File: config.mk
export PLATFORM = sky130hd
export DESIGN_NAME = stream_cipher_ctrl
export DESIGN_NICKNAME = d
export VERILOG_FILES = /design/src/rtl/stream_cipher_ctrl.sv
export SDC_FILE = /design/constraint.sdc
export NUM_CORES = 1
export LEC_CHECK = 0
export CAP_MARGIN = 40
export CORE_MARGIN = 2
export CORE_UTILIZATION = 48
export DETAILED_ROUTE_END_ITERATION = 6
export PLACE_DENSITY = 0.87
export SYNTH_ARGS = -nofsm -noshare
export SYNTH_HDL_FRONTEND = slang
export SYNTH_SLANG_ARGS = --single-unit
File: constraint.sdc
create_clock -name clk -period 2.55 [get_ports clk]
set_clock_uncertainty 0.05 [all_clocks]
set_input_delay 0.255 -clock clk [delete_from_list [all_inputs] [get_ports clk]]
set_output_delay 0.255 -clock clk [all_outputs]
set_load 0.03 [all_outputs]
File: src/rtl/stream_cipher_ctrl.sv
// stream_cipher_ctrl: seeds, warms up and steps an external LFSR keystream generator,
// XORing its output onto a valid/ready byte stream through a one-stage output register.
module stream_cipher_ctrl #(
    parameter int WARMUP = 4,
    parameter int LEN_W = 16
) (
    input  logic             clk,
    input  logic             rst,
    input  logic             start,
    input  logic [7:0]       seed,
    input  logic [LEN_W-1:0] msg_len,
    output logic             busy,
    output logic             done,
    input  logic             in_valid,
    input  logic [7:0]       in_data,
    output logic             in_ready,
    output logic             out_valid,
    output logic [7:0]       out_data,
    input  logic             out_ready,
    output logic             prng_load_seed,
    output logic [7:0]       prng_seed,
    output logic             prng_encrypt_en,
    input  logic [7:0]       prng_value
);
    typedef enum logic [2:0] {IDLE, LOAD, WARM, RUN, DONE} state_t;

    state_t           state, state_nx;
    logic [7:0]       seed_r;
    logic [7:0]       warm_cnt;
    logic [LEN_W-1:0] remaining;
    logic             accept;
    logic             fire;

    always_ff @(posedge clk or posedge rst) begin
        if (rst) state <= IDLE;
        else     state <= state_nx;
    end

    always_comb begin
        state_nx = state;
        case (state)
            IDLE:    if (start) state_nx = (msg_len != '0) ? LOAD : DONE;
            LOAD:    state_nx = (WARMUP > 0) ? WARM : RUN;
            WARM:    if (warm_cnt == 8'd1) state_nx = RUN;
            RUN:     if (remaining == '0 && (!out_valid || fire)) state_nx = DONE;
            DONE:    state_nx = IDLE;
            default: state_nx = IDLE;
        endcase
    end

    // in_ready is combinational so a draining output slot can be refilled in the same cycle
    always_comb begin
        busy            = state != IDLE;
        done            = state == DONE;
        in_ready        = state == RUN && remaining != '0 && (!out_valid || out_ready);
        accept          = in_valid && in_ready;
        fire            = out_valid && out_ready;
        prng_load_seed  = state == LOAD;
        prng_seed       = seed_r;
        prng_encrypt_en = state == WARM || accept;
    end

    always_ff @(posedge clk or posedge rst) begin
        if (rst) begin
            seed_r    <= '0;
            remaining <= '0;
            warm_cnt  <= '0;
            out_valid <= 1'b0;
            out_data  <= '0;
        end else begin
            if (state == IDLE && start) begin
                seed_r    <= seed;
                remaining <= msg_len;
            end
            if (state == LOAD) warm_cnt <= 8'(WARMUP);
            if (state == WARM) warm_cnt <= warm_cnt - 8'd1;
            if (accept) begin
                out_data  <= in_data ^ prng_value;
                remaining <= remaining - LEN_W'(1);
            end
            if (accept)    out_valid <= 1'b1;
            else if (fire) out_valid <= 1'b0;
        end
    end
endmodule

==> results of run 1 <==
-- per-layer routing --
layer,vias up,wire length [µm],track usage (%)
met3,14,506,5.489
li1,1081,-,-
met5,-,0,0
met2,109,2765,36.48
met4,0,144,9.722
met1,1039,2368,29.18
-- through the flow --
step           instance area (µm²)  setup WS, ns  std cells  util (%)
2_1_floorplan                 2394        0.3924        262         -
3_3_place_gp                  3139        0.2987        395     66.03
3_5_place_dp                  3154        0.2288        396     66.34
4_1_cts                       3258       0.04018        402     68.53
5_1_grt                       3261       0.03200        402     68.58
6_report                      3261        0.1691        402     68.58
-- cell usage after synthesis, types with 4 or more instances --
cell     count
nand2_1     60
dfrtp_1     44
o21ai_1     14
nor3_1      12
inv_1       11
nand3_1     11
nor2_1       9
nor4_1       8
xnor2_1      8
a21oi_1      5
and3_1       5
mux2i_1      5
a21o_1       4
nand4_1      4
o22ai_1      4
-- registers in the layout (all words and copies together) (netlist names) --
| signal | cells |
|---|---|
| warm_cnt | 8 |
| out_data | 8 |
| out_valid | 1 |
| remaining | 16 |
| state | 3 |
| prng_seed | 8 |
-- layout make-up --
| type | count | area (µm²) |
|---|---|---|
| Clock inverter | 1 | 30.03 |
| Clock buffer | 5 | 68.82 |
| Inverter | 11 | 41.29 |
| Multi-Input combinational cell | 197 | 1185 |
| Timing Repair Buffer | 77 | 750.7 |
| Fill cell | 375 | 1494 |
| Sequential cell | 44 | 1101 |
| Tap cell | 67 | 83.83 |
-- worst max-delay path: stages, from the launching register on --
cell and delay [ns]:
dfrtp_1 0.49, inv_1 0.21, nand3_1 0.26, inv_1 0.15, clkdlybuf4s50_1 0.68
-- report_power, final --
group / internal [mW] / total [mW] / switching (mW)
logic: 0.612 / 1.38 / 0.771
clock network: 0.281 / 0.508 / 0.226
registers: 0.958 / 1.22 / 0.261
total: 1.85 / 3.11 / 1.26
-- repair_timing --
action                                 in CTS  in global routing
gates resized for setup                     1                  1
setup endpoints to repair                   1                  1
endpoints found under the hold margin       0                  0
-- cell families after synthesis --
logic type / after synthesis / share of synthesized area [%]
AOI/OAI and AO/OA: 51 / 14.79
xor gates and xnor gates: 8 / 2.927
adders and majority gates: 3 / 1.568
buffers and inverters: 21 / 4.704
DFF: 44 / 46.00
muxes: 5 / 2.091
and+or+nand+nor: 130 / 27.91
-- worst paths after layout --
| path | to | from |
|---|---|---|
| setup / recovery | prng_load_seed | state[1] |
| hold / removal | warm_cnt[1] | rst |
| setup reg to reg | remaining[13] | remaining[0] |
| hold reg to reg | warm_cnt[7] | warm_cnt[7] |
| max in group asynchronous | out_data[3] | rst |
| min in group clk | prng_seed[3] | seed[3] |
==> flow_summary.toml, run 1 <==
[final_layout]
final_cell_mix = "clkdlybuf4s50_1 (64), nand2_1 (60), dfrtp_1 (44), o21ai_1 (14), nor3_1 (12)"
area_delta_synth_final_pct = 36.23
mostFrequentLayoutCell = "clkdlybuf4s50_1"
n_antenna_cell = 0
drive_above_1_share_pct = 8.955
layout.nets = 384

[clock_network]
clock_path_buffers = 2
path_clk_slew_ns = 0.08
htreeDepth = 2
cts_tree = "yes"
holdBufCountCts = 0
cts_sinks = 44
postCtsSetupBuffers = 0
clock_latency_ns = 0.30
numCtsBuffers = 5
cts_root_buf = "clkbuf_8"

[global_routing]
grt_max_degree = 20
gr-usage-all-layers_pct = 22.60
grt_pass1_vias = 2084
grt_antenna_before_repair = 0
grt-ovfl-total = 0
grt_pass1_wl_um = 9570

[placement]
routabilityCongestion = 0.9229
dp_hpwl_um = 4367
numPortBuffers = 66

[sta]
setup_viol = 0
hold_viol = 0
holdWs_ns = 0.1780
layout_min_cycle_time_ns = 2.381
fmax_ghz = 0.4200
rsz0062_at_grt = "false"
drv_slew = 0
max_slew_margin_pct = 53.78
fin_tns_setup_ns = 0
tightest_slew_ns = 0.6870
finalCritPeriodShare_pct = 93.37

[die]
die_x_um = 74.62
dieArea_um2 = 5567
die_h_um = 74.62
start_util_pct = 50.34
ioPinCount = 67
core_um2 = 4755
row_count = 25

[critical_path]
crit_fanout = 10
worstSetupPathType = "flop to output pin"
reg2reg_slack_ns = 0.35
end_kind = "output pin"
startpoint_type = "flop"
cp.required_ns = 2.25
reg2regPathDepth = 8
critical_path_arrival_ns = 2.08

[drt]
via_count = 2243
viasPerCell = 5.580
drtIter0Drc = 208
drtAntennaViolNets = 0
drt_pass1_iterations = 4
wl_um = 5785
wl_per_cell_um = 14.39
drc = 0

[synthesis]
syn_inst = 262
synth_area_um2 = 2394
synth_top_area_share_pct = 46.00
ys_async_sr_fraction_pct = 100.0
synth.distinct_cells = 52
synth.net_count = 310
synth-seq-cells = 44
yosys.area.top_type = "dfrtp_1"
ys.flop_type = "dfrtp_1"
yosys-top-cells-area = "dfrtp_1 (46%), nand2_1 (9.4%), o21ai_1 (2.9%), xnor2_1 (2.9%), nor3_1 (2.5%)"
synth-edff-count = 0
avgSynthCellArea_um2 = 9.136
seq_area_frac_synth_pct = 46.00
yosysWarningCount = 0

[worst_hold_path]
min_path_type = "input port to async pin"

[power_and_ir_drop]
peakVddDrop_mv = 0.5401
p_per_area_nw_per_um2 = 954.0
leakage_nw = 1.403
power.total_mw = 3.111

[status]
status = "complete, no violations"

[run]
max-cap-violations = 0
Note: power is estimated with default switching activity, not from simulation.
==> inputs of run 2 (changes only) <==
CORE_ASPECT_RATIO = 1.75   (was unset)
PLACE_DENSITY = 0.92   (was 0.87)
SETUP_SLACK_MARGIN = 0.05   (was unset)
==> run 2 against run 1 <==
Core utilization fell by 2.2 points. Maximum frequency increased by 2.4%. Highest routed layer unchanged. Non-clock buffer count shrank 2. Combinational power is essentially flat. Critical path type unchanged. Clock power is 9.8% higher. Sequential power is essentially flat.
==> flow_summary.toml, run 2 (synthesis gave the netlist of run 1 again) <==
[status]
status = "complete, no violations"

[clock_network]
cts_root_buf = "clkbuf_8"
clock_latency_ns = 0.30
postCtsSetupBuffers = 0
path_clk_slew_ns = 0.08
holdBufCountCts = 0
numCtsBuffers = 5
htreeDepth = 2
cts_resized = 2
cts_tree = "yes"
clock_path_buffers = 2
cts_sinks = 44

[placement]
routabilityCongestion = 0.9750
numPortBuffers = 66
dp_hpwl_um = 4794
placed_cells = 381

[sta]
drv_slew = 0
setup_viol = 0
fmax_ghz = 0.4302
tightest_slew_ns = 0.6544
max_slew_margin_pct = 55.97
finalCritPeriodShare_pct = 91.16
hold_viol = 0
rsz0062_at_grt = "false"
layout_min_cycle_time_ns = 2.325
holdWs_ns = 0.3459
fin_tns_setup_ns = 0

[global_routing]
gr-usage-all-layers_pct = 23.88
grt_pass1_wl_um = 10560
grt_max_degree = 45
grt_pass1_vias = 2312
grt_antenna_before_repair = 0
grt-ovfl-total = 0

[run]
max-cap-violations = 0

[power_and_ir_drop]
p_clk_share_pct = 17.5
p_per_area_nw_per_um2 = 983.2
p_switching_mw = 1.308
pwr-share-seq_pct = 38.8
internal_power_mw = 1.883
peakVddDrop_mv = 0.7191
switching_share_pct = 40.98
pwr-share-comb_pct = 43.7
leakage_nw = 1.396

[drt]
drt_pass1_iterations = 5
drtAntennaViolNets = 0
via_count = 2269
drc = 0
wl_per_cell_um = 16.08
drtIter0Drc = 134
wl_um = 6255
viasPerCell = 5.833

[final_layout]
area_delta_synth_final_pct = 35.60
n_antenna_cell = 0
multi_input_area_um2 = 1190
largest_register_ffs = 16
mostFrequentLayoutCell = "clkdlybuf4s50_1"
largest_register = "remaining"
nFillCells = 388
final_cell_mix = "clkdlybuf4s50_1 (64), nand2_1 (60), dfrtp_1 (44), o21ai_1 (14), nor3_1 (12)"
layout.cells.non_filler = 389
seq_area_um2 = 1101
drive_above_1_share_pct = 9.254
layout.nets = 382

[critical_path]
crit_fanout = 8
end_kind = "output pin"
critical_path_arrival_ns = 2.02
worstSetupPathType = "flop to output pin"
cp.required_ns = 2.25
startpoint_type = "flop"

[die]
start_util_pct = 48.93
die_x_um = 57.38
core_um2 = 4892
dieArea_um2 = 5590
die_h_um = 97.42
row_count = 34
ioPinCount = 67

[worst_hold_path]
min_path_type = "input port to async pin"
[run 2: metrics by stage]
step | worst slack (ns) | utilization [%] | power [mW] | cell area [µm²]
global route | 0.1055 | 66.34 | 3.384 | 3246
floorplan | 0.3924 | - | 2.103 | 2394
finish | 0.2254 | 66.34 | 3.191 | 3246
detailed placement | 0.1863 | 63.68 | 2.629 | 3115
CTS | 0.1676 | 66.24 | 3.196 | 3241
global placement | 0.2890 | 63.68 | 2.562 | 3115
[run 2: critical path, cell delays in order, from the launching register on]
cell and delay [ns]:
dfrtp_1 0.43, inv_1 0.12, ha_1 0.18, nor3b_2 0.30, nand4_4 0.13, buf_4 0.20
nand2_4 0.11, nand2_1 0.08, buf_4 0.17
[run 2: final timing paths]
path	depth (start not counted)	end	startpoint	slack, ns
min	3	warm_cnt[1]	rst	0.35
max reg2reg	8	remaining[13]	remaining[1]	0.31
min reg2reg	2	prng_seed[0]	prng_seed[0]	0.44
max in group asynchronous	3	state[2]	rst	1.74
max	8	prng_encrypt_en	remaining[1]	0.23
min in group clk	3	prng_seed[1]	seed[1]	0.43
[run 2: area by class of cell]
cell class	instances	area share, %
Inverter	11	1.272
Timing Repair Buffer	75	22.32
Clock buffer	6	2.544
Tap cell	54	2.082
Sequential cell	44	33.92
Multi-Input combinational cell	197	36.66
Clock inverter	2	1.195
[run 2: power by group through the flow]
stage	sequential, mW	clock (mW)	combinational, mW
after CTS	1.23	0.568	1.40
final	1.24	0.558	1.39
after global routing	1.28	0.596	1.51
after detailed placement	1.23	0	1.40
after floorplan	1.37	0	0.729
after global placement	1.21	0	1.35
[run 2: layer usage]
layer  up-vias  part of all wire (%)  routed length [µm]  GRT usage [%]
met2        88                    54                3379          42.48
met3        25                   4.9                 304          4.128
li1       1078                     -                   -              -
met1      1078                    36                2258          26.11
met4         0                   5.0                 312          11.99
met5         -                     0                   0              0
